===== src/rtl/alpha_blend_unit.sv =====
// Per-pixel alpha compositor: reads the destination colour, blends it with the
// source RGBA by source alpha, writes it back, and forwards end-of-frame.
module alpha_blend_unit (
  input  logic        clk,
  input  logic        reset,
  input  logic [18:0] pixel_number,
  input  logic        pixel_ready,
  input  logic [7:0]  r,
  input  logic [7:0]  g,
  input  logic [7:0]  b,
  input  logic [7:0]  a,
  input  logic [7:0]  read_r,
  input  logic [7:0]  read_g,
  input  logic [7:0]  read_b,
  input  logic        frame_ready,
  output logic        o_frame_ready,
  output logic        read,
  output logic        write,
  output logic [7:0]  write_r,
  output logic [7:0]  write_g,
  output logic [7:0]  write_b
);

  typedef enum logic [1:0] {IDLE, READ, WRITE} state_t;

  state_t      state, state_next;
  logic        accept;
  logic        frame_fire;
  logic        pending;
  logic [7:0]  r_p0, g_p0, b_p0, a_p0;
  logic [18:0] pix_num_p0;
  logic        unused_pix_num;

  // floor((alpha*src + (255-alpha)*dst) / 255); x <= 65025 keeps the
  // shift-based divide exact and the intermediate inside 16 bits.
  function automatic logic [7:0] blend(input logic [7:0] alpha,
                                       input logic [7:0] src,
                                       input logic [7:0] dst);
    logic [15:0] x;
    x = 16'(alpha) * 16'(src) + 16'(8'd255 - alpha) * 16'(dst);
    return 8'((x + (x >> 8) + 16'd1) >> 8);
  endfunction

  always_comb begin
    state_next = state;
    accept     = 1'b0;
    frame_fire = 1'b0;
    case (state)
      IDLE: begin
        if (pixel_ready) begin
          accept     = 1'b1;
          state_next = READ;
        end else if (pending) begin
          frame_fire = 1'b1;
        end
      end
      READ:    state_next = WRITE;
      WRITE:   state_next = IDLE;
      default: state_next = IDLE;
    endcase
  end

  assign o_frame_ready = frame_fire;

  // The pixel index travels with the pixel but nothing here consumes it.
  assign unused_pix_num = ^pix_num_p0;

  always_ff @(posedge clk) begin
    if (reset) begin
      state   <= IDLE;
      read    <= 1'b0;
      write   <= 1'b0;
      pending <= 1'b0;
    end else begin
      state   <= state_next;
      read    <= accept;
      write   <= (state == READ);
      pending <= frame_ready | (pending & ~frame_fire);
    end
  end

  // Capture stage: source pixel latched on accept
  always_ff @(posedge clk) begin
    if (reset) begin
      r_p0       <= '0;
      g_p0       <= '0;
      b_p0       <= '0;
      a_p0       <= '0;
      pix_num_p0 <= '0;
    end else if (accept) begin
      r_p0       <= r;
      g_p0       <= g;
      b_p0       <= b;
      a_p0       <= a;
      pix_num_p0 <= pixel_number;
    end
  end

  // Blend stage: destination sampled at the end of READ
  always_ff @(posedge clk) begin
    if (reset) begin
      write_r <= '0;
      write_g <= '0;
      write_b <= '0;
    end else if (state == READ) begin
      write_r <= blend(a_p0, r_p0, read_r);
      write_g <= blend(a_p0, g_p0, read_g);
      write_b <= blend(a_p0, b_p0, read_b);
    end
  end

endmodule


===== config.mk =====
export PLATFORM = sky130hd
export DESIGN_NAME = alpha_blend_unit
export DESIGN_NICKNAME = d
export VERILOG_FILES = /design/src/rtl/alpha_blend_unit.sv
export SDC_FILE = /design/constraint.sdc
export NUM_CORES = 1
export LEC_CHECK = 0
export BUFFER_PORTS_ARGS = -buffer_cell sky130_fd_sc_hd__buf_2
export CAP_MARGIN = 20
export CORE_ASPECT_RATIO = 2
export CORE_MARGIN = 5
export CORE_UTILIZATION = 55
export CTS_CLUSTER_SIZE = 10
export DETAILED_ROUTE_END_ITERATION = 10
export PLACE_DENSITY = 0.83
export RECOVER_POWER = 25
export SLEW_MARGIN = 20
export SYNTH_ARGS = -nofsm -noshare
export SYNTH_HDL_FRONTEND = slang
export SYNTH_SLANG_ARGS = --single-unit

===== constraint.sdc =====
create_clock -name clk -period 20.7 [get_ports clk]
set_input_delay 1.035 -clock clk [delete_from_list [all_inputs] [get_ports clk]]
set_output_delay 1.035 -clock clk [all_outputs]
set_load 0.05 [all_outputs]

==> flow_summary.toml, run 1 <==
[status]
status = "complete, but fails checks"
violations = "capacitance limit, slew limit"

[final_layout]
syn_to_final_growth_pct = 5.70
layout_commonest_cell = "inv_1"
layout_common_cells = "inv_1 (422), fa_1 (287), ha_1 (209), nand2_1 (186), nor2b_1 (120)"
antennaDiodeCount = 0
layout-drive-gt1-share_pct = 6.55
final_nets = 2571

[cts]
cts_sinks = 61
hold_buffers = 0
postCtsSetupRepairBufs = 0
cts_buffers = 9
clock-root-buffer = "clkbuf_16"
h-tree-depth = 3
ctsResizeCount = 0
worstSkewPairLatency_ps = 350
tritoncts = "yes"
cts_buffer_depth = 2
clk_pin_slew_ps = 50

[route]
dr_total_vias = 13100
vias_per_cell = 5.50
ant_nets = 0
dr.pass1.iters = 5
drt_wl_total_um = 38000
drc = 0
drt-initial-drc-count = 787
wl_per_cell_um = 16.0

[setup_path]
critPathRequiredTime_ps = 20930
worst_setup_path_end_kind = "register"
crit_type = "register to register"
critPathBufInv = 2
arrival_ps = 8260
critPathLaunchType = "register"
crit_family = "adder cells"
crit_slowest_cell = "fa_1"
cp_common_cell = "fa_1"
path_max_fanout = 43
slowest_delay_ps = 580

[timing]
final-hold-violation-count = 0
report.final.slew_viol_count = 45
fin_worst_skew_ps = 12.2
period_share_pct = 38.8
worst_pin_slew_ps = 2290
rsz0062_at_grt = "no"
setup_viol = 0
min_period_ps = 8030
fmax_mhz = 124
tns_ps = 0
slew_headroom_pct = -52.8

[synthesis]
synth-adder-area-share_pct = 49.3
synth_cells = 1959
seq_area_frac_synth_pct = 7.20
syn_area_per_cell_um2 = 8.66
synth_area_leader_cell = "fa_1"
synth_top_area_share_pct = 33.9
synthMuxAreaShare_pct = 0.686
async_flop_share_pct = 0
synth_cell_types = 77
synthXorXnorAreaFrac_pct = 3.08
synth_edf_count = 0
yosys.area_share.simple_pct = 20.2
synth_area_mm2 = 0.0170
synth-main-ff-cell = "dfxtp_1"
synth_top_family_by_area = "adder cells"
post_synth_main_area_contributors = "fa_1 (34%), ha_1 (15%), inv_1 (9.3%)"
synth-compound-area-share_pct = 8.45
ys_warn_count = 0
ys_ff_latch = 61

[floorplan]
start_util_pct = 55.4
rows = 91
die_w_um = 134
dieArea_mm2 = 0.0347
ios = 106
die_h_um = 258
core_region_area_mm2 = 0.0306

[placed_design]
hpwlAfterDp_um = 30100
port_buffers = 86
place.gp.congestion = 0.883

[global_routing]
antenna_found_initial = 0
grt_max_degree = 50
grt_first_pass_wirelength_um = 67000
grt_usage_pct = 23.3
overflow = 0
grt_pass1_vias = 14100

[min_path]
min_path_type = "register to register"

[job]
drv_cap = 1
final timing paths:
check	start	to	slack, ps	cells after the start
worst min-delay path	a_p0[1]$_SDFFE_PP0P_	a_p0[1]$_SDFFE_PP0P_	450	2
worst max-delay path	a_p0[2]$_SDFFE_PP0P_	write_g[5]$_SDFFE_PP0P_	12670	25
worst min register to register	a_p0[1]$_SDFFE_PP0P_	a_p0[1]$_SDFFE_PP0P_	450	2
worst max register to register	a_p0[2]$_SDFFE_PP0P_	write_g[5]$_SDFFE_PP0P_	12670	25
sequential cells by signal, summed over array words and instances, names as in the netlist:
signal,cells
write_r,8
a_p0,8
write_b,8
pending,1
write,1
b_p0,8
state,2
write_g,8
r_p0,8
g_p0,8
read,1
logic make-up after synthesis:
group / after synthesis
buffers and inverters: 496
AND/OR/NAND/NOR: 632
XOR/XNOR: 57
other: 1
flip-flops: 61
AO/OA/AOI/OAI: 205
multiplexers: 11
adder cells (fa/ha/maj): 496
final cells by class:
| cell class | count | area [um2] |
|---|---|---|
| sequential | 61 | 1230 |
| fill | 2629 | 12700 |
| multi-input combinational | 1404 | 13900 |
| clock buffer | 11 | 243 |
| tap | 372 | 465 |
| timing repair buffer | 98 | 494 |
| inverter | 422 | 1580 |
| clock inverter | 5 | 33.8 |
worst register-to-register path: cells and delay by family, from the launching register on:
family | cells | cell delay [ps]
buffers and inverters | 2 | 570
XOR/XNOR | 1 | 380
AND/OR/NAND/NOR | 7 | 1390
AO/OA/AOI/OAI | 7 | 1230
flip-flops | 1 | 480
adder cells (fa/ha/maj) | 8 | 3890
synth_stat cells (all sizes together), types with 13 or more instances:
cell and count:
a21oi 68, a21o 17, fa 287, nand3 15, clkbuf 62, ha 209
o21ai 37, nand2b 86, nand2 186, and3 13, nor2 41, xnor2 41
xor2 15, dfxtp 61, nor2b 122, inv 422, and2 111
layer usage:
metal / wire length [um] / vias to the layer above / GRT usage, %
met5: 0 / - / 0
met4: 903 / 0 / 6.09
met3: 2620 / 78 / 3.89
met2: 17900 / 453 / 38.9
met1: 16600 / 6408 / 31.7
li1: - / 6120 / -
through the flow:
| stage | setup WS [ps] | hold WS (ps) | area [um2] | std cells | util, % |
|---|---|---|---|---|---|
| global placement | 12550 | 441 | 17700 | 2357 | 57.7 |
| finish | 12670 | 453 | 17900 | 2373 | 58.5 |
| CTS | 12700 | 454 | 17900 | 2373 | 58.6 |
| floorplan | 13260 | 446 | 17000 | 1961 | - |
| detailed placement | 12480 | 445 | 17700 | 2357 | 57.7 |
| global route | 12210 | 489 | 17900 | 2373 | 58.5 |
Power of run 1 is left out: the tool's default activity adds up to more than one toggle a clock period on the data nets, which glitch-free logic cannot reach.
==> run 2, diff against run 1 <==
- clock period: 20.7 -> 8.2 ns (I/O delays scaled with it)
==> run 2 against run 1 <==
The flow now finishes without violations. Fmax is 4.0% higher. Clock-buffer cell count is 1 higher. Final cell count is 0.72% higher. Largest cell class unchanged. Worst setup slack worse by 12000 ps.
==> flow_summary.toml, run 2 (same netlist as run 1, synthesis figures left out) <==
[status]
status = "completed"

[cts]
cts_buffer_depth = 2
cts_buffers = 9
clock-root-buffer = "clkbuf_16"
tritoncts = "yes"
worstSkewPairLatency_ps = 350
h-tree-depth = 3
cts_sinks = 61
clk_pin_slew_ps = 70

[min_path]
min_path_type = "input pin to register"
holdPathEnd = "a_p0[4]$_SDFFE_PP0P_"
hold_path.startpoint = "a[4]"
hold-path-cell-count = 3

[global_routing]
grt_usage_pct = 23.6
overflow = 0
grt_pass1_vias = 14100
grt_max_degree = 45
grt_first_pass_wirelength_um = 67200
antenna_found_initial = 0

[route]
drt_wl_total_um = 40000
met1_length_um = 17300
dr_total_vias = 13200
ant_nets = 0
drt-initial-drc-count = 788
drc = 0
dr.pass1.iters = 5
route.met2.wl_um = 19100
dr_wl_met3_um = 2530
top_layer_used = "met4"
vias_per_cell = 5.51
wl_per_cell_um = 16.7

[final_layout]
final_nets = 2588
layout_common_cells = "inv_1 (422), fa_1 (287), ha_1 (209), nand2_1 (186), nor2b_1 (120)"
layout-drive-gt1-share_pct = 7.43
syn_to_final_growth_pct = 7.19
layout_commonest_cell = "inv_1"
n_fill_cell = 2556
layoutNonFillerInstCount = 2390
antennaDiodeCount = 0

[setup_path]
critPathRequiredTime_ps = 8450
path_max_fanout = 16
r2r_cells = 27
crit_family = "adder cells"
r2r_end = "write_b[2]$_SDFFE_PP0P_"
crit_type = "register to register"
crit_start = "a_p0[4]$_SDFFE_PP0P_"
slowest_delay_ps = 640
critPathLaunchType = "register"
critPathBufInv = 4
crit_slowest_cell = "or4b_2"
reg2reg_slack_ps = 470
arrival_ps = 7970
rr_startpoint = "a_p0[4]$_SDFFE_PP0P_"
worst_setup_path_end_kind = "register"
cp_common_cell = "fa_1"

[timing]
setup_viol = 0
slew_headroom_pct = 54.0
report.final.slew_viol_count = 0
fmax_mhz = 129
final-hold-violation-count = 0
worst_pin_slew_ps = 689
period_share_pct = 94.2
fin_worst_skew_ps = 14.6
min_period_ps = 7730

[floorplan]
die_w_um = 134
core_region_area_mm2 = 0.0306
rows = 91
die_h_um = 258
ios = 106
dieArea_mm2 = 0.0347
start_util_pct = 55.4

[placed_design]
placedCellCount = 2371
place.gp.congestion = 0.875
hpwlAfterDp_um = 31900
port_buffers = 86

[job]
drv_cap = 0
run 2: changes by cell type in the layout (fill, tap and decap cells not counted), moves of 2 or more:
cell and change:
buf_12 +2, buf_4 +13, dfxtp_4 +5, dfxtp_2 -4
buf_16 +2, clkinv_2 -2
run 2: layout make-up:
cell class	count	area (um2)	share of cell area, %
repair buffers	115	698	3.84
multi-input cells	1404	13900	76.3
inverters	422	1580	8.72
clock inverters	4	55.1	0.303
well taps	372	465	2.56
clock buffers	12	256	1.41
flip-flops and latches	61	1240	6.84
run 2: routing by layer:
metal | vias to the layer above | track usage [%]
met2 | 433 | 39.3
li1 | 6157 | -
met3 | 67 | 2.89
met1 | 6522 | 32.7
met4 | 0 | 6.23
met5 | - | 0
run 2: worst max-delay path by stage:
stage | endpoint | cells past startpoint
finish | write_b[2]$_SDFFE_PP0P_ | 27
global route | write_b[2]$_SDFFE_PP0P_ | 26
CTS | write_b[2]$_SDFFE_PP0P_ | 26
detailed placement | write_g[5]$_SDFFE_PP0P_ | 24
global placement | write_g[5]$_SDFFE_PP0P_ | 24
floorplan | write_b[6]$_SDFFE_PP0P_ | 26
run 2: worst register-to-register path, cell delays in order, from the launching register on:
cell and delay, ps:
dfxtp_4 440, buf_12 190, nand2b_1 170, fa_1 510, inv_1 60, fa_1 400, fa_1 470, fa_1 530
fa_1 510, inv_1 50, fa_1 480, inv_1 50, ha_1 330, and3_1 200, a22oi_1 350, a211oi_2 190
o21ai_0 270, nand2b_1 100, a21oi_1 240, xnor2_1 200, ha_1 400, nand3_1 120, or4b_2 640, o211ai_1 130
nor3_2 100, nor2_1 170, nor3_1 70, nor4_1 270
run 2: repair_timing:
| action | CTS | global route |
|---|---|---|
| setup endpoints to repair | 0 | 9 |
| setup buffers | 0 | 3 |
| gates resized for setup | 0 | 6 |
| hold buffers | 0 | 0 |
run 2: through the flow:
stage / setup slack [ps] / instance area (um2) / utilization [%] / TNS, ps / hold slack (ps)
final: 474 / 18200 / 59.3 / 0 / 286
after global routing: -11.3 / 18200 / 59.3 / -11.3 / 299
after CTS: 233 / 18100 / 59.1 / 0 / 276
after detailed placement: 333 / 17800 / 58.1 / 0 / 450
after global placement: 496 / 17800 / 58.1 / 0 / 438
after floorplan: 904 / 17000 / - / 0 / 446
Power of run 2 is left out for the same reason.
==> run 3, diff against run 2 <==
- MAX_ROUTING_LAYER: default -> met4
==> run 3 against run 2 <==
Global-route usage up 0.68 points. Worst hold slack lost 2.0 ps. Die area is the same. Final cell count unchanged. Utilization unchanged. Worst setup slack worse by 16 ps. Register-to-register slack got worse by 20 ps.
==> flow_summary.toml, run 3 (same netlist as run 1, synthesis figures left out) <==
[setup_path]
r2r_cells = 27
crit_start = "a_p0[4]$_SDFFE_PP0P_"
slowest_delay_ps = 640
critPathBufInv = 4
worst_setup_path_end_kind = "register"
crit_family = "adder cells"
critPathLaunchType = "register"
critPathCapture = "write_b[2]$_SDFFE_PP0P_"
cp_num_cells = 27
cp_common_cell = "fa_1"
crit_slowest_cell = "or4b_2"
r2r_end = "write_b[2]$_SDFFE_PP0P_"
arrival_ps = 7990
rr_startpoint = "a_p0[4]$_SDFFE_PP0P_"
crit_type = "register to register"
path_max_fanout = 16
reg2reg_slack_ps = 460
critPathRequiredTime_ps = 8450

[timing]
period_share_pct = 94.4
fmax_mhz = 129
final-hold-violation-count = 0
report.final.slew_viol_count = 0
worst_pin_slew_ps = 684
timing.final.ws_setup_ps = 458
setup_viol = 0
tns_ps = 0
slew_headroom_pct = 54.3
min_period_ps = 7740
fin_worst_skew_ps = 15.4

[global_routing]
overflow = 0
use_met3_pct = 2.68
antenna_found_initial = 0
grt_usage_pct = 24.2
grt_pass1_vias = 14100
grt_use_met1_pct = 32.8
grt_use_met2_pct = 39.3
grt-busiest-layer = "met2"
grt_first_pass_wirelength_um = 67200
grt_max_degree = 45

[placed_design]
port_buffers = 86
place.gp.congestion = 0.891
pre_cts_slack_ps = 333
hpwlAfterDp_um = 31900

[floorplan]
ios = 106
rows = 91
core_region_area_mm2 = 0.0306
die_h_um = 258
die_w_um = 134
dieArea_mm2 = 0.0347
start_util_pct = 55.4

[route]
dr_total_vias = 13200
drc = 0
drt-initial-drc-count = 791
dr.pass1.iters = 5
ant_nets = 0
wl_per_cell_um = 16.7
vias_per_cell = 5.53
drt_wl_total_um = 39900

[status]
status = "completed"

[min_path]
min_path_type = "input pin to register"
hold-path-cell-count = 3

[final_layout]
antennaDiodeCount = 0
layout-drive-gt1-share_pct = 7.43
n_fill_cell = 2556
layout_common_cells = "inv_1 (422), fa_1 (287), ha_1 (209), nand2_1 (186), nor2b_1 (120)"
layout_commonest_cell = "inv_1"
syn_to_final_growth_pct = 7.19
final_nets = 2588

[cts]
clk_pin_slew_ps = 70
h-tree-depth = 3
tritoncts = "yes"
cts_sinks = 61
worstSkewPairLatency_ps = 360
clock-root-buffer = "clkbuf_16"
cts_buffer_depth = 2
cts_buffers = 9

[job]
drv_cap = 0
[run 3: worst register-to-register path: stages (launching register included)]
cell,delay [ps]
dfxtp_4,440
buf_12,190
nand2b_1,170
fa_1,510
inv_1,60
fa_1,400
fa_1,470
fa_1,530
fa_1,510
inv_1,50
fa_1,480
inv_1,50
ha_1,330
and3_1,200
a22oi_1,350
a211oi_2,190
o21ai_0,270
nand2b_1,100
a21oi_1,240
xnor2_1,200
ha_1,410
nand3_1,120
or4b_2,640
o211ai_1,150
nor3_2,110
nor2_1,170
nor3_1,60
nor4_1,270
[run 3: worst min path at each step]
stage                              endpoint  slack, ps                    start
floorplan                pending$_SDFF_PP0_        450       pending$_SDFF_PP0_
global placement    write_r[0]$_SDFFE_PP0P_        440  write_r[0]$_SDFFE_PP0P_
detailed placement  write_r[0]$_SDFFE_PP0P_        450  write_r[0]$_SDFFE_PP0P_
CTS                    a_p0[4]$_SDFFE_PP0P_        280                     a[4]
global route           b_p0[0]$_SDFFE_PP0P_        300                     b[0]
finish                 a_p0[4]$_SDFFE_PP0P_        280                     a[4]
[run 3: area by class of cell]
cell class / count / area (um2) / share of cell area (%)
Clock inverter: 4 / 55.1 / 0.303
Multi-Input combinational cell: 1404 / 13900 / 76.3
Inverter: 422 / 1580 / 8.72
Sequential cell: 61 / 1240 / 6.84
Tap cell: 372 / 465 / 2.56
Clock buffer: 12 / 256 / 1.41
Timing Repair Buffer: 115 / 698 / 3.84
[run 3: routing by layer]
metal | vias up | wire [um]
met5 | - | 0
li1 | 6157 | -
met4 | 0 | 897
met1 | 6550 | 17300
met3 | 62 | 2480
met2 | 439 | 19200
[run 3: per-stage QoR]
step                utilization (%)  cells  hold WS [ps]  area, um2
global route                   59.3   2390           299      18200
CTS                            59.1   2387           276      18100
global placement               58.1   2371           438      17800
detailed placement             58.1   2371           450      17800
floorplan                         -   1961           446      17000
finish                         59.3   2390           284      18200
[run 3: repair_timing]
item                       4_1_cts  5_1_grt
hold buffers                     0        0
setup buffers                    0        3
setup endpoints to repair        0        9
gates resized for setup          0        6
Power of run 3 is left out for the same reason.
